$ cat src/rtl/pipe_pkg.sv
// Shared definitions for the generic inter-stage pipeline register.
// Contents:
//   pipe_occ_e         - occupancy state of a stage register (EMPTY/ONE/TWO)
//   PIPE_*             - default payload widths used as parameter defaults
package pipe_pkg;

  typedef enum logic [1:0] {
    EMPTY = 2'd0,
    ONE   = 2'd1,
    TWO   = 2'd2
  } pipe_occ_e;

  localparam int unsigned PIPE_CTRL_W = 32'd2;
  localparam int unsigned PIPE_ADDR_W = 32'd5;
  localparam int unsigned PIPE_DATA_W = 32'd32;
  localparam int unsigned PIPE_LANES  = 32'd2;

endpackage

$ cat src/rtl/pipe_entry_reg.sv
// One pipeline entry: valid flag plus control, destination address and data.
// Ports:
//   clk, rst_n        - clock, synchronous active-low reset (clears everything)
//   clr               - synchronous clear of the valid flag only; payload holds
//   load              - capture d_* (clr wins over load)
//   d_valid/ctrl/addr/data - next entry
//   q_valid/ctrl/addr/data - stored entry
module pipe_entry_reg
  import pipe_pkg::*;
#(
  parameter int unsigned CTRL_W = PIPE_CTRL_W,
  parameter int unsigned ADDR_W = PIPE_ADDR_W,
  parameter int unsigned PAY_W  = PIPE_DATA_W * PIPE_LANES
) (
  input  logic              clk,
  input  logic              rst_n,
  input  logic              clr,
  input  logic              load,
  input  logic              d_valid,
  input  logic [CTRL_W-1:0] d_ctrl,
  input  logic [ADDR_W-1:0] d_addr,
  input  logic [PAY_W-1:0]  d_data,
  output logic              q_valid,
  output logic [CTRL_W-1:0] q_ctrl,
  output logic [ADDR_W-1:0] q_addr,
  output logic [PAY_W-1:0]  q_data
);

  // Entry storage: reset zeroes all fields, clear only invalidates the entry.
  always_ff @(posedge clk) begin
    if (!rst_n) begin
      q_valid <= 1'b0;
      q_ctrl  <= {CTRL_W{1'b0}};
      q_addr  <= {ADDR_W{1'b0}};
      q_data  <= {PAY_W{1'b0}};
    end else if (clr) begin
      q_valid <= 1'b0;
    end else if (load) begin
      q_valid <= d_valid;
      q_ctrl  <= d_ctrl;
      q_addr  <= d_addr;
      q_data  <= d_data;
    end
  end

endmodule

$ cat src/rtl/pipe_stage_reg.sv
// Generic inter-stage pipeline register with valid/ready handshake,
// optional 2-entry skid buffer and synchronous flush.
// Ports:
//   clk, rst_n            - clock, synchronous active-low reset
//   flush                 - squash every held entry (input in same cycle dropped)
//   in_valid/in_ready     - upstream handshake
//   in_ctrl/addr/data     - upstream payload, lane k at [k*DATA_W +: DATA_W]
//   out_valid/out_ready   - downstream handshake
//   out_ctrl/addr/data    - downstream payload; out_ctrl is zero on bubbles
//   occ                   - number of entries held (0..2)
module pipe_stage_reg
  import pipe_pkg::*;
#(
  parameter int unsigned CTRL_W = PIPE_CTRL_W,
  parameter int unsigned ADDR_W = PIPE_ADDR_W,
  parameter int unsigned DATA_W = PIPE_DATA_W,
  parameter int unsigned LANES  = PIPE_LANES,
  parameter int unsigned SKID   = 32'd1
) (
  input  logic                    clk,
  input  logic                    rst_n,
  input  logic                    flush,
  input  logic                    in_valid,
  output logic                    in_ready,
  input  logic [CTRL_W-1:0]       in_ctrl,
  input  logic [ADDR_W-1:0]       in_addr,
  input  logic [LANES*DATA_W-1:0] in_data,
  output logic                    out_valid,
  input  logic                    out_ready,
  output logic [CTRL_W-1:0]       out_ctrl,
  output logic [ADDR_W-1:0]       out_addr,
  output logic [LANES*DATA_W-1:0] out_data,
  output logic [1:0]              occ
);

  localparam int unsigned PAY_W = LANES * DATA_W;

  pipe_occ_e         state_r;
  pipe_occ_e         next_state_s;
  logic              in_ready_r;
  logic              in_fire_s;
  logic              out_fire_s;
  logic              main_load_s;
  logic              main_clr_s;
  logic              main_from_skid_s;
  logic              skid_load_s;
  logic              skid_clr_s;

  logic              main_valid_s;
  logic [CTRL_W-1:0] main_ctrl_s;
  logic [ADDR_W-1:0] main_addr_s;
  logic [PAY_W-1:0]  main_data_s;

  logic              main_d_valid_s;
  logic [CTRL_W-1:0] main_d_ctrl_s;
  logic [ADDR_W-1:0] main_d_addr_s;
  logic [PAY_W-1:0]  main_d_data_s;

  logic              skid_valid_s;
  logic [CTRL_W-1:0] skid_ctrl_s;
  logic [ADDR_W-1:0] skid_addr_s;
  logic [PAY_W-1:0]  skid_data_s;

  assign in_fire_s  = in_valid & in_ready;
  assign out_fire_s = main_valid_s & out_ready;

  // Next occupancy and storage enables; flush overrides every transition.
  always_comb begin
    next_state_s     = state_r;
    main_load_s      = 1'b0;
    main_clr_s       = 1'b0;
    main_from_skid_s = 1'b0;
    skid_load_s      = 1'b0;
    skid_clr_s       = 1'b0;
    if (flush) begin
      next_state_s = EMPTY;
      main_clr_s   = 1'b1;
      skid_clr_s   = 1'b1;
    end else begin
      case (state_r)
        EMPTY: begin
          if (in_fire_s) begin
            next_state_s = ONE;
            main_load_s  = 1'b1;
          end else begin
            next_state_s = EMPTY;
          end
        end
        ONE: begin
          if (in_fire_s && out_fire_s) begin
            next_state_s = ONE;
            main_load_s  = 1'b1;
          end else if (out_fire_s) begin
            next_state_s = EMPTY;
            main_clr_s   = 1'b1;
          end else if (in_fire_s) begin
            // Only reachable with the skid present: simple mode gates
            // in_ready with out_ready whenever the main entry is valid.
            next_state_s = TWO;
            skid_load_s  = 1'b1;
          end else begin
            next_state_s = ONE;
          end
        end
        TWO: begin
          if (out_fire_s) begin
            next_state_s     = ONE;
            main_load_s      = 1'b1;
            main_from_skid_s = 1'b1;
            skid_clr_s       = 1'b1;
          end else begin
            next_state_s = TWO;
          end
        end
        default: begin
          next_state_s = EMPTY;
          main_clr_s   = 1'b1;
          skid_clr_s   = 1'b1;
        end
      endcase
    end
  end

  // Occupancy state and registered ready; ready stays low throughout reset.
  always_ff @(posedge clk) begin
    if (!rst_n) begin
      state_r    <= EMPTY;
      in_ready_r <= 1'b0;
    end else begin
      state_r    <= next_state_s;
      in_ready_r <= (next_state_s != TWO);
    end
  end

  // The main entry refills from the skid when draining out of TWO.
  assign main_d_valid_s = main_from_skid_s ? skid_valid_s : in_valid;
  assign main_d_ctrl_s  = main_from_skid_s ? skid_ctrl_s  : in_ctrl;
  assign main_d_addr_s  = main_from_skid_s ? skid_addr_s  : in_addr;
  assign main_d_data_s  = main_from_skid_s ? skid_data_s  : in_data;

  pipe_entry_reg #(
    .CTRL_W (CTRL_W),
    .ADDR_W (ADDR_W),
    .PAY_W  (PAY_W)
  ) u_main (
    .clk     (clk),
    .rst_n   (rst_n),
    .clr     (main_clr_s),
    .load    (main_load_s),
    .d_valid (main_d_valid_s),
    .d_ctrl  (main_d_ctrl_s),
    .d_addr  (main_d_addr_s),
    .d_data  (main_d_data_s),
    .q_valid (main_valid_s),
    .q_ctrl  (main_ctrl_s),
    .q_addr  (main_addr_s),
    .q_data  (main_data_s)
  );

  if (SKID != 32'd0) begin : g_skid
    pipe_entry_reg #(
      .CTRL_W (CTRL_W),
      .ADDR_W (ADDR_W),
      .PAY_W  (PAY_W)
    ) u_skid (
      .clk     (clk),
      .rst_n   (rst_n),
      .clr     (skid_clr_s),
      .load    (skid_load_s),
      .d_valid (in_valid),
      .d_ctrl  (in_ctrl),
      .d_addr  (in_addr),
      .d_data  (in_data),
      .q_valid (skid_valid_s),
      .q_ctrl  (skid_ctrl_s),
      .q_addr  (skid_addr_s),
      .q_data  (skid_data_s)
    );
    // Registered ready: no path from out_ready.
    assign in_ready = in_ready_r;
  end else begin : g_no_skid
    assign skid_valid_s = 1'b0;
    assign skid_ctrl_s  = {CTRL_W{1'b0}};
    assign skid_addr_s  = {ADDR_W{1'b0}};
    assign skid_data_s  = {PAY_W{1'b0}};
    // in_ready_r acts as an out-of-reset qualifier here.
    assign in_ready = in_ready_r & (~main_valid_s | out_ready);
  end

  assign out_valid = main_valid_s;
  assign out_ctrl  = main_valid_s ? main_ctrl_s : {CTRL_W{1'b0}};
  assign out_addr  = main_addr_s;
  assign out_data  = main_data_s;
  assign occ       = state_r;

endmodule

$ cat config.mk
export PLATFORM = sky130hd
export DESIGN_NAME = pipe_stage_reg
export DESIGN_NICKNAME = d
export VERILOG_FILES = /design/src/rtl/pipe_pkg.sv /design/src/rtl/pipe_entry_reg.sv /design/src/rtl/pipe_stage_reg.sv
export SDC_FILE = /design/constraint.sdc
export NUM_CORES = 1
export LEC_CHECK = 0
export BUFFER_PORTS_ARGS = -buffer_cell sky130_fd_sc_hd__buf_4
export CAP_MARGIN = 5
export CORE_AREA = 2 2 160 162
export DETAILED_ROUTE_END_ITERATION = 10
export DIE_AREA = 0 0 162 164
export PLACE_DENSITY = 0.52
export SLEW_MARGIN = 10
export SYNTH_ARGS = -nofsm -noshare
export SYNTH_HDL_FRONTEND = slang
export SYNTH_HIERARCHICAL = 1
export SYNTH_SLANG_ARGS = --single-unit
$ cat constraint.sdc
create_clock -name clk -period 3.95 [get_ports clk]
set_input_delay 0.5925 -clock clk [delete_from_list [all_inputs] [get_ports clk]]
set_output_delay 0.5925 -clock clk [all_outputs]
set_load 0.02 [all_outputs]
==> results_dict.tcl <==
set metrics [dict create \
    status "complete, no violations" \
    cts.sinks 147 \
    grt_pass1_wl_mm 25.1 \
    postCtsSetupBuffers 0 \
    place_ws_ns 1.58 \
    setup_violations 0 \
    dp_hpwl_mm 9.94 \
    drive_above_1_share_pct 29.7 \
    total_power_mw 3.36 \
    holdWs_ns 0.426 \
    startpoint "occ[1]" \
    synth_top_area_share_pct 40.2 \
    rrSetupSlack_ns 1.77 \
    antenna_left 0 \
    core_um2 24800 \
    place.port_buffers 150 \
    holdCritPathClass "in -> reg" \
    overflow 0 \
    placementRows 58 \
    skew_ns 0.0133 \
    yosysUniqueCellTypes 30 \
    tritoncts "done" \
    crit_path_end_kind "flop" \
    crit_path_max_fanout 18 \
    grt_max_degree 104 \
    max_stage_delay_ns 0.52 \
    crit_chain "nand4b_4 -> nor2_8 -> buf_4 -> mux2_4 -> nand2_1 -> mux2i_1" \
    drv_slew 0 \
    cts.htree.levels 4 \
    tightest_slew_ns 0.683 \
    peakVddDrop_uv 220 \
    rsz0062_at_grt "false" \
    nNetsFinal 929 \
    track_usage_pct 11.9 \
    yosysTopAreaCell "dfxtp_1" \
    worstSetupPathType "reg -> reg" \
    num_vias 5114 \
    setup_slack_ns 1.77 \
    power_leakage_nw 3.59 \
    slew_headroom_pct 54.5 \
    yosys_warnings 6 \
    synth_seq_cells 147 \
    clock.fmax_mhz 458 \
    period_minus_slack_ns 2.18 \
    ctsHoldBuffers 0 \
    dr.pass1.iters 6 \
    r2r_cells 6 \
    postSynthCellCount 731 \
    synth.area.top_cells "dfxtp_1 (40%), mux2i_1 (20%), nand2_1 (15%), mux2_4 (12%), buf_12 (4.4%)" \
    wl_mm 15.7 \
    worstPathRequired_ns 4.23 \
    detail_route.wl_per_cell_um 13.2 \
    tns_ns 0 \
    cp-start-kind "flop" \
    synth_nets 807 \
    cts_resized 0 \
    ys_seq_area_share_pct 40.2 \
    period_share_pct 55.3 \
    dr.first_iter.drc_count 212 \
    area_growth_pct 21.9 \
    gp_congestion 0.700 \
    finalHoldViolations 0 \
    drc_errors 0 \
    die_h_um 164 \
    worst_r2r_startpoint "occ[1]" \
    power_density_nw_per_um2 377 \
    n_antenna_cell 0 \
    antenna_found_initial 0 \
    clk_pin_slew_worst_paths_ns 0.07 \
    cp_slowest_cell "dfxtp_1" \
    clk_latency_ns 0.42 \
    synth_area_per_cell_um2 10.0 \
    numCtsBuffers 17 \
    critPathArrivalTime_ns 2.46 \
    syn_area_um2 7320 \
    r2r_end "u_main/q_addr[1]" \
    start_util_pct 29.5 \
    die-area_um2 26600 \
    avgViaCountPerCell 4.28 \
    fp.dieW_um 162 \
    cts-root-buf "clkbuf_16" \
    boundaryPins 151 \
    drv_cap 0 \
    crit_end "u_main/q_addr[1]" \
    clk_path_buf_depth 2 \
    grt_pass1_vias 4840 \
]
-- cell usage after synthesis --
library cell and n:
a2111oi_0 1, a211o_1 1, a211oi_1 1, a21o_1 2
a21oi_1 1, a221oi_1 1, and2_1 4, buf_12 16
buf_2 29, buf_4 2, buf_6 3, buf_8 6
dfxtp_1 147, mux2_1 10, mux2_2 2, mux2_4 60
mux2i_1 144, nand2_1 286, nand2b_1 2, nand4b_1 1
nand4b_4 1, nor2_1 1, nor2_8 1, nor2b_1 1
nor2b_4 2, nor3_1 1, nor3b_1 2, o21a_1 1
o21ai_0 1, or2b_1 1
-- stage by stage --
stage	instance area (um2)	std cells	utilization, %
after floorplan	7320	731	-
after global placement	8370	1164	33.7
after detailed placement	8370	1164	33.7
after CTS	8920	1196	36.0
after global routing	8920	1196	36.0
final	8920	1196	36.0
-- flip-flops by register name (all words and copies together), names as in the netlist --
| register | flops |
|---|---|
| g_skid.u_skid/q_ctrl | 2 |
| occ | 2 |
| g_skid.u_skid/q_addr | 5 |
| g_skid.u_skid/q_data | 64 |
| u_main/q_data | 64 |
| g_skid.u_skid/q_valid | 1 |
| in_ready | 1 |
| u_main/q_valid | 1 |
| u_main/q_ctrl | 2 |
| u_main/q_addr | 5 |
-- per-layer routing --
| metal | GRT usage [%] | part of all wire, % | wire length, um |
|---|---|---|---|
| met4 | 3.14 | 0.86 | 136 |
| met5 | 0 | 0 | 0 |
| met2 | 18.4 | 44 | 6880 |
| met3 | 4.12 | 5.9 | 929 |
| met1 | 15.8 | 49 | 7790 |
-- worst min-delay path by stage --
| stage | startpoint | end | depth (start not counted) |
|---|---|---|---|
| 3_5_place_dp | g_skid.u_skid/q_data[46] | g_skid.u_skid/q_data[46] | 2 |
| 4_1_cts | in_data[9] | g_skid.u_skid/q_data[9] | 3 |
| 3_3_place_gp | g_skid.u_skid/q_data[60] | g_skid.u_skid/q_data[60] | 2 |
| 2_1_floorplan | u_main/q_ctrl[0] | u_main/q_ctrl[0] | 2 |
| 5_1_grt | in_data[6] | g_skid.u_skid/q_data[6] | 3 |
| 6_report | in_data[11] | g_skid.u_skid/q_data[11] | 3 |
-- cell type report --
class	count	area (um2)
clock buffer	18	439
timing repair buffer	159	1240
multi-input combinational	528	3770
sequential	147	2940
fill	2562	15900
clock inverter	14	119
tap	330	413
-- power by group --
group | total, mW | internal, mW | switching, mW
Combinational | 0.293 | 0.151 | 0.142
Sequential | 1.51 | 1.50 | 0.0115
Clock | 1.56 | 0.841 | 0.714
-- logic make-up (layout without fill, tap and decap cells) --
family	count (synthesis)	in the layout	share of synthesized area, %
AOI/OAI and AO/OA	9	9	0.906
buffers and inverters	56	191	8.26
DFF	147	147	40.2
muxes	216	216	33.8
and+or+nand+nor	303	303	16.8
-- worst max-delay path, delay by kind of cell, from the launching register on --
kind / cells / cell delay (ns)
simple gates: 3 / 0.68
flops: 1 / 0.52
buf+inv: 1 / 0.42
mux: 2 / 0.41
-- layout by cell type (no fill, tap or decap), types with 2 or more instances in the layout --
cell,instances
nand2_1,286
buf_4,155
dfxtp_1,147
mux2i_1,144
mux2_4,60
clkbuf_16,17
mux2_1,10
inv_6,7
and2_1,4
clkinv_4,3
buf_12,3
mux2_2,2
nand2b_1,2
a21o_1,2
clkinvlp_4,2
clkbuf_8,2
nor2b_4,2
nor3b_1,2
No activity file was read; power rests on OpenSTA's default activity.
